File: src/rtl/keyboard_matrix_responder.sv
// Emulates an Atari keyboard matrix toward POKEY: host events press/release keys, POKEY scans them.
// Optional macro KBD_EVENT_FIFO_EN replaces the single event holding register with a FIFO_DEPTH-entry FIFO.
module keyboard_matrix_responder #(
  parameter int HOLD_SCANS = 2,
  parameter int FIFO_DEPTH = 4
) (
  input  logic        o2,
  input  logic        rst,
  input  logic [3:0]  key_scan_L,
  input  logic        ev_valid,
  output logic        ev_ready,
  input  logic [3:0]  ev_code,
  input  logic        ev_mod,
  input  logic        ev_press,
  output logic        kr1_L,
  output logic        kr2_L,
  output logic [15:0] key_state,
  output logic        mod_state
);

  typedef enum logic [1:0] {
    ST_IDLE,
    ST_APPLY,
    ST_WAIT_HOLD
  } state_t;

  localparam logic [1:0] LP_HOLD = 2'(HOLD_SCANS);

  state_t     r_state;
  logic       r_curMod;
  logic       r_curPress;
  logic [3:0] r_curCode;
  logic [3:0] r_prevScan;
  logic [1:0] r_scanCnt [16];

  logic [3:0] w_scanCode;
  logic [5:0] w_evIn;
  logic [5:0] w_qHead;
  logic       w_qEmpty;
  logic       w_push;
  logic       w_pop;
  logic       w_pressClr;
  logic       w_holdMet;

  assign w_scanCode = ~key_scan_L;
  assign w_evIn     = {ev_mod, ev_press, ev_code};
  assign w_push     = ev_valid && ev_ready;
  assign w_pop      = (r_state == ST_IDLE) && !w_qEmpty;
  assign w_pressClr = (r_state == ST_APPLY) && !r_curMod && r_curPress && !key_state[r_curCode];
  assign w_holdMet  = (r_scanCnt[r_curCode] >= LP_HOLD);

`ifdef KBD_EVENT_FIFO_EN
  localparam int LP_AW = $clog2(FIFO_DEPTH);

  logic [5:0]       r_fifo [FIFO_DEPTH];
  logic [LP_AW-1:0] r_wrPtr;
  logic [LP_AW-1:0] r_rdPtr;
  logic [LP_AW:0]   r_count;

  assign w_qEmpty = (r_count == '0);
  assign w_qHead  = r_fifo[r_rdPtr];
  assign ev_ready = !rst && (r_count != (LP_AW+1)'(FIFO_DEPTH));

  // Pointers wrap naturally because the depth is a power of two.
  always_ff @(posedge o2) begin
    if (rst) begin
      r_wrPtr <= '0;
      r_rdPtr <= '0;
      r_count <= '0;
    end else begin
      if (w_push) begin
        r_fifo[r_wrPtr] <= w_evIn;
        r_wrPtr         <= r_wrPtr + 1'b1;
      end
      if (w_pop) begin
        r_rdPtr <= r_rdPtr + 1'b1;
      end
      r_count <= r_count + (LP_AW+1)'(w_push) - (LP_AW+1)'(w_pop);
    end
  end
`else
  logic       r_holdValid;
  logic [5:0] r_holdEvt;

  assign w_qEmpty = !r_holdValid;
  assign w_qHead  = r_holdEvt;
  assign ev_ready = !rst && !r_holdValid;

  // Push and pop never coincide: ready is low whenever the register holds an event.
  always_ff @(posedge o2) begin
    if (rst) begin
      r_holdValid <= 1'b0;
    end else if (w_push) begin
      r_holdValid <= 1'b1;
      r_holdEvt   <= w_evIn;
    end else if (w_pop) begin
      r_holdValid <= 1'b0;
    end
  end
`endif

  // A visit is an entry into a scan code; a fresh press restarts that key's count and wins over a same-cycle visit.
  always_ff @(posedge o2) begin
    r_prevScan <= w_scanCode;
    if (rst) begin
      for (int i = 0; i < 16; i++) begin
        r_scanCnt[i] <= 2'd0;
      end
    end else begin
      for (int i = 0; i < 16; i++) begin
        if (w_pressClr && (r_curCode == 4'(i))) begin
          r_scanCnt[i] <= 2'd0;
        end else if ((w_scanCode == 4'(i)) && (r_prevScan != 4'(i)) && (r_scanCnt[i] != 2'd3)) begin
          r_scanCnt[i] <= r_scanCnt[i] + 2'd1;
        end
      end
    end
  end

  always_ff @(posedge o2) begin
    if (rst) begin
      r_state    <= ST_IDLE;
      r_curMod   <= 1'b0;
      r_curPress <= 1'b0;
      r_curCode  <= 4'd0;
      key_state  <= 16'd0;
      mod_state  <= 1'b0;
    end else begin
      case (r_state)
        ST_IDLE: begin
          if (w_pop) begin
            {r_curMod, r_curPress, r_curCode} <= w_qHead;
            r_state <= ST_APPLY;
          end
        end
        ST_APPLY: begin
          r_state <= ST_IDLE;
          if (r_curMod) begin
            mod_state <= r_curPress;
          end else if (r_curPress) begin
            key_state[r_curCode] <= 1'b1;
          end else if (key_state[r_curCode]) begin
            if (w_holdMet) begin
              key_state[r_curCode] <= 1'b0;
            end else begin
              r_state <= ST_WAIT_HOLD;
            end
          end
        end
        ST_WAIT_HOLD: begin
          if (w_holdMet) begin
            key_state[r_curCode] <= 1'b0;
            r_state              <= ST_IDLE;
          end
        end
        default: r_state <= ST_IDLE;
      endcase
    end
  end

  // Returns see the key map as it stood before this edge, giving one cycle of scan latency.
  always_ff @(posedge o2) begin
    if (rst) begin
      kr1_L <= 1'b1;
      kr2_L <= 1'b1;
    end else begin
      kr1_L <= ~key_state[w_scanCode];
      kr2_L <= ~mod_state;
    end
  end

endmodule

File: config.mk
export PLATFORM = sky130hd
export DESIGN_NAME = keyboard_matrix_responder
export DESIGN_NICKNAME = d
export VERILOG_FILES = /design/src/rtl/keyboard_matrix_responder.sv
export SDC_FILE = /design/constraint.sdc
export NUM_CORES = 1
export LEC_CHECK = 0
export BUFFER_PORTS_ARGS = -buffer_cell sky130_fd_sc_hd__buf_4
export CAP_MARGIN = 20
export CORE_ASPECT_RATIO = 1.25
export CORE_UTILIZATION = 65
export CTS_BUF_LIST = sky130_fd_sc_hd__clkbuf_8 sky130_fd_sc_hd__clkbuf_16
export DETAILED_ROUTE_END_ITERATION = 7
export GPL_ROUTABILITY_DRIVEN = 0
export HOLD_SLACK_MARGIN = 0.02
export PLACE_DENSITY = 0.95
export SYNTH_ARGS = -nofsm -noshare
export SYNTH_HDL_FRONTEND = slang
export SYNTH_SLANG_ARGS = --single-unit
File: constraint.sdc
create_clock -name o2 -period 6.72 [get_ports o2]
set_input_delay 2.016 -clock o2 [delete_from_list [all_inputs] [get_ports o2]]
set_output_delay 2.016 -clock o2 [all_outputs]
set_load 0.01 [all_outputs]
==> metrics list <==
* Chain of cells forming the critical path: buf_4 > nor2_1 > buf_4
- In the layout the commonest cells are inv_1, edfxtp_1, dfxtp_1.
- Total vias in the final route: approximately 3400
- Setup repair after global routing left no endpoint under its margin.
* Normalized max-slew margin: between 40% and 50%
* Type of destination of the critical path: primary output
* Share of the clock period used by the worst path after layout: 65.8%
* Fin Clk Skew: 0.0108 ns
* Number of buffer and inverter stages on the critical path: 2
- Delay-heaviest family, CP: buffers and inverters
- Final hold violations: 0
* I/O pin total: 33
* Die W: 73.2 um
- Wires add up to approximately 9.9 mm.
- For this run, asynchronously set or reset flops after synthesis account for 0%.
- Counting distinct cell types in the post-synthesis netlist gives 40.
* Number of DRC markers in iteration 0: between 300 and 400
- In this run the vertical extent of the chip is approximately 90 um.
* Fill count: roughly 380
* Total setup violations reported at the end of the flow: 0
- Post-CTS repair changed the size of 0 cells.
- The first global-routing pass estimated ~16 mm of wire.
* Stage delay of the slowest cell on the critical path: roughly 0.14 ns
- The number of antenna diodes in the final layout is 0.
* Latest clock arrival within the worst-skew pair: roughly 0.37 ns
- For this run the aggregate overflow at the end of global routing stands at 0.
- The root buffer cell chosen for the clock tree is clkbuf_8.
* Mean Syn Cell Area: approximately 11 um2
- Netlist area before placement: 4120 um2
* Row cnt: 32
* Number of buffers created by CTS: 9
- Summing all multi-input logic gate instances after layout gives between 1500 and 2000 um2.
- Critical setup path kind: primary input to primary output
- Storage cell area: 1860 um2
- In the final design database the tool counted between 400 and 500 nets.
- Using the TritonRoute via totals, the vias-per-cell ratio works out to approximately 6.9.
- Count of input and output buffers: 32
- After synthesis, the largest area contributor takes up between 20% and 30% of total cell area.
- Class of the tightest hold or removal check: flop to flop
- Yosys printed 0 warnings.
- The max-slew violation count is 0.
- Critical Path Start Type: primary input
- Layout overhead on the synthesized area: 10.4%
- Final worst path period need: ~4.4 ns
- The library cell used most frequently in the layout, excluding fill and tap cells, is inv_1.
* Effective utilization at floorplan: between 60% and 70%
* Max-cap viol count: 0
* Post-route setup TNS: 0 ns
* Area of the die: about 6700 um2
* Via count of the first global-routing pass: around 3300
* CTS tree: yes
- After detailed routing, the average wire length per cell comes to 20.0 um.
- Number of antenna violations at the first check in global routing: 0
* Largest net degree at the start of global routing: a little under 80
* DRC violation count after routing: 0
* Status: complete, no violations
- Global routing used approximately 32% of the available tracks across all layers.
- Maximum vdd drop: 168 uV
- Clock-pin slew reported for the worst setup and hold paths after clock tree synthesis: ~0.09 ns
- The H-tree was split into 3 levels.
- Core area: a little over 6000 um2
- In the synthesized netlist the dominant register cell turns out to be edfxtp_1.
- Power spread over the standard cell area amounts to 212 nW/um2.
- Slack of the critical path: between 2 and 2.5 ns
* Achievable frequency: approximately 0.23 GHz
* Post-detailed-placement half-perimeter wirelength: between 6 and 7 mm
- Number of nets in the synthesized netlist: 420
- Layout cells sized above 1: between 15 and 20%
- Worst Tran Pin Value: 0.858 ns
- Leakage power: ~1.8 nW
* Antenna-violating nets left: 0
* Synth Register Bits: 74
- For this design, the sink count on the clock tree is between 70 and 80.
- Sequential elements use approximately 45% of the synthesized area.
- STA puts the critical path data arrival time at approximately 2.4 ns.
* Data required time of the critical path: 4.70 ns
- The synthesized design contains 38 enable-type register cells.
- In this run the deepest clock path goes through 2 buffers.
- Most Frequent Cell on Critical Path: buf_4
- In this run the worst path has a maximum fanout of 2.
- Ranking of synthesized cells by area: edfxtp_1, dfxtp_1, a2111oi_0, ha_1, mux4_1
* Setup WS pre-CTS: around 2.3 ns
* Number of post-CTS setup repair buffers: 0
- Post-synth top area cell: edfxtp_1
- The largest individual stage delay along the critical path comes from the cell buf_4.
- Number of instances in the synthesized netlist: ~390
- Initial DRT Pass Iterations: 5
* Hold_buf cts: 0
==> synthesized netlist by cell type, types with 9 or more instances <==
| cell | number |
|---|---|
| a21oi_1 | 24 |
| a211o_1 | 16 |
| nor2_1 | 22 |
| clkbuf_1 | 16 |
| a211oi_1 | 9 |
| edfxtp_1 | 38 |
| dfxtp_1 | 36 |
| nor3_1 | 14 |
| nand2_1 | 25 |
| a2111oi_0 | 32 |
| nor4_1 | 9 |
| or4_1 | 15 |
| inv_1 | 41 |
| nand2b_1 | 11 |
| ha_1 | 19 |
==> logic make-up after synthesis <==
family / share of synthesized area [%]
simple gates: 14.6
compound gates: 18.5
flops: 45.2
buf+inv: 7.39
fa+ha+maj: 5.78
mux: 8.51
==> path summary, 6_finish.rpt <==
path	startpoint	endpoint	slack, ns	depth (start not counted)
hold / removal	mod_state	kr2_L	0.42	1
hold reg to reg	mod_state	kr2_L	0.42	1
setup / recovery	rst	ev_ready	2.30	3
setup reg to reg	r_curCode[1]	r_scanCnt[8][1]	3.61	6
==> power by group <==
part           total (mW)  internal, mW  leakage [nW]  switching (mW)
Clock               0.366         0.178         0.107           0.188
Combinational      0.0874        0.0339          1.02          0.0534
Sequential          0.510         0.491         0.681          0.0192
==> sequential cells by signal, indices dropped and copies added, names as in the netlist, named ones only <==
name / count
r_curPress: 1
mod_state: 1
kr2_L: 1
kr1_L: 1
r_holdEvt: 6
r_curMod: 1
r_scanCnt: 32
r_state: 2
r_curCode: 4
r_prevScan: 4
key_state: 16
r_holdValid: 1
==> final cells by class <==
class,instances,share of cell area [%]
well taps,85,2.34
clock buffers,9,2.73
inverters,41,3.39
multi-input cells,246,43.1
repair buffers,34,5.62
clock inverters,7,1.82
flip-flops and latches,74,41.0
==> routing by layer <==
metal / share of wire (%) / routed length, um / vias to the layer above / track usage [%]
met2: 48 / 4720 / 213 / 50.2
met1: 38 / 3800 / 1597 / 40.3
met5: 0 / 0 / - / 0
met3: 8.8 / 874 / 41 / 7.44
met4: 5.2 / 512 / 0 / 18.1
li1: - / - / 1557 / -
==> metrics by stage <==
step | total power, mW | area, um2 | utilization, % | hold WS, ns | std cells
finish | 0.964 | 4540 | 74.1 | 0.418 | 496
global route | 0.991 | 4540 | 74.1 | 0.468 | 496
CTS | 0.961 | 4540 | 74.1 | 0.421 | 496
detailed placement | 0.604 | 4340 | 70.8 | 0.400 | 480
global placement | 0.597 | 4340 | 70.8 | 0.393 | 480
floorplan | 0.577 | 4120 | - | 0.426 | 388
Power figures use the tool's default switching activity.
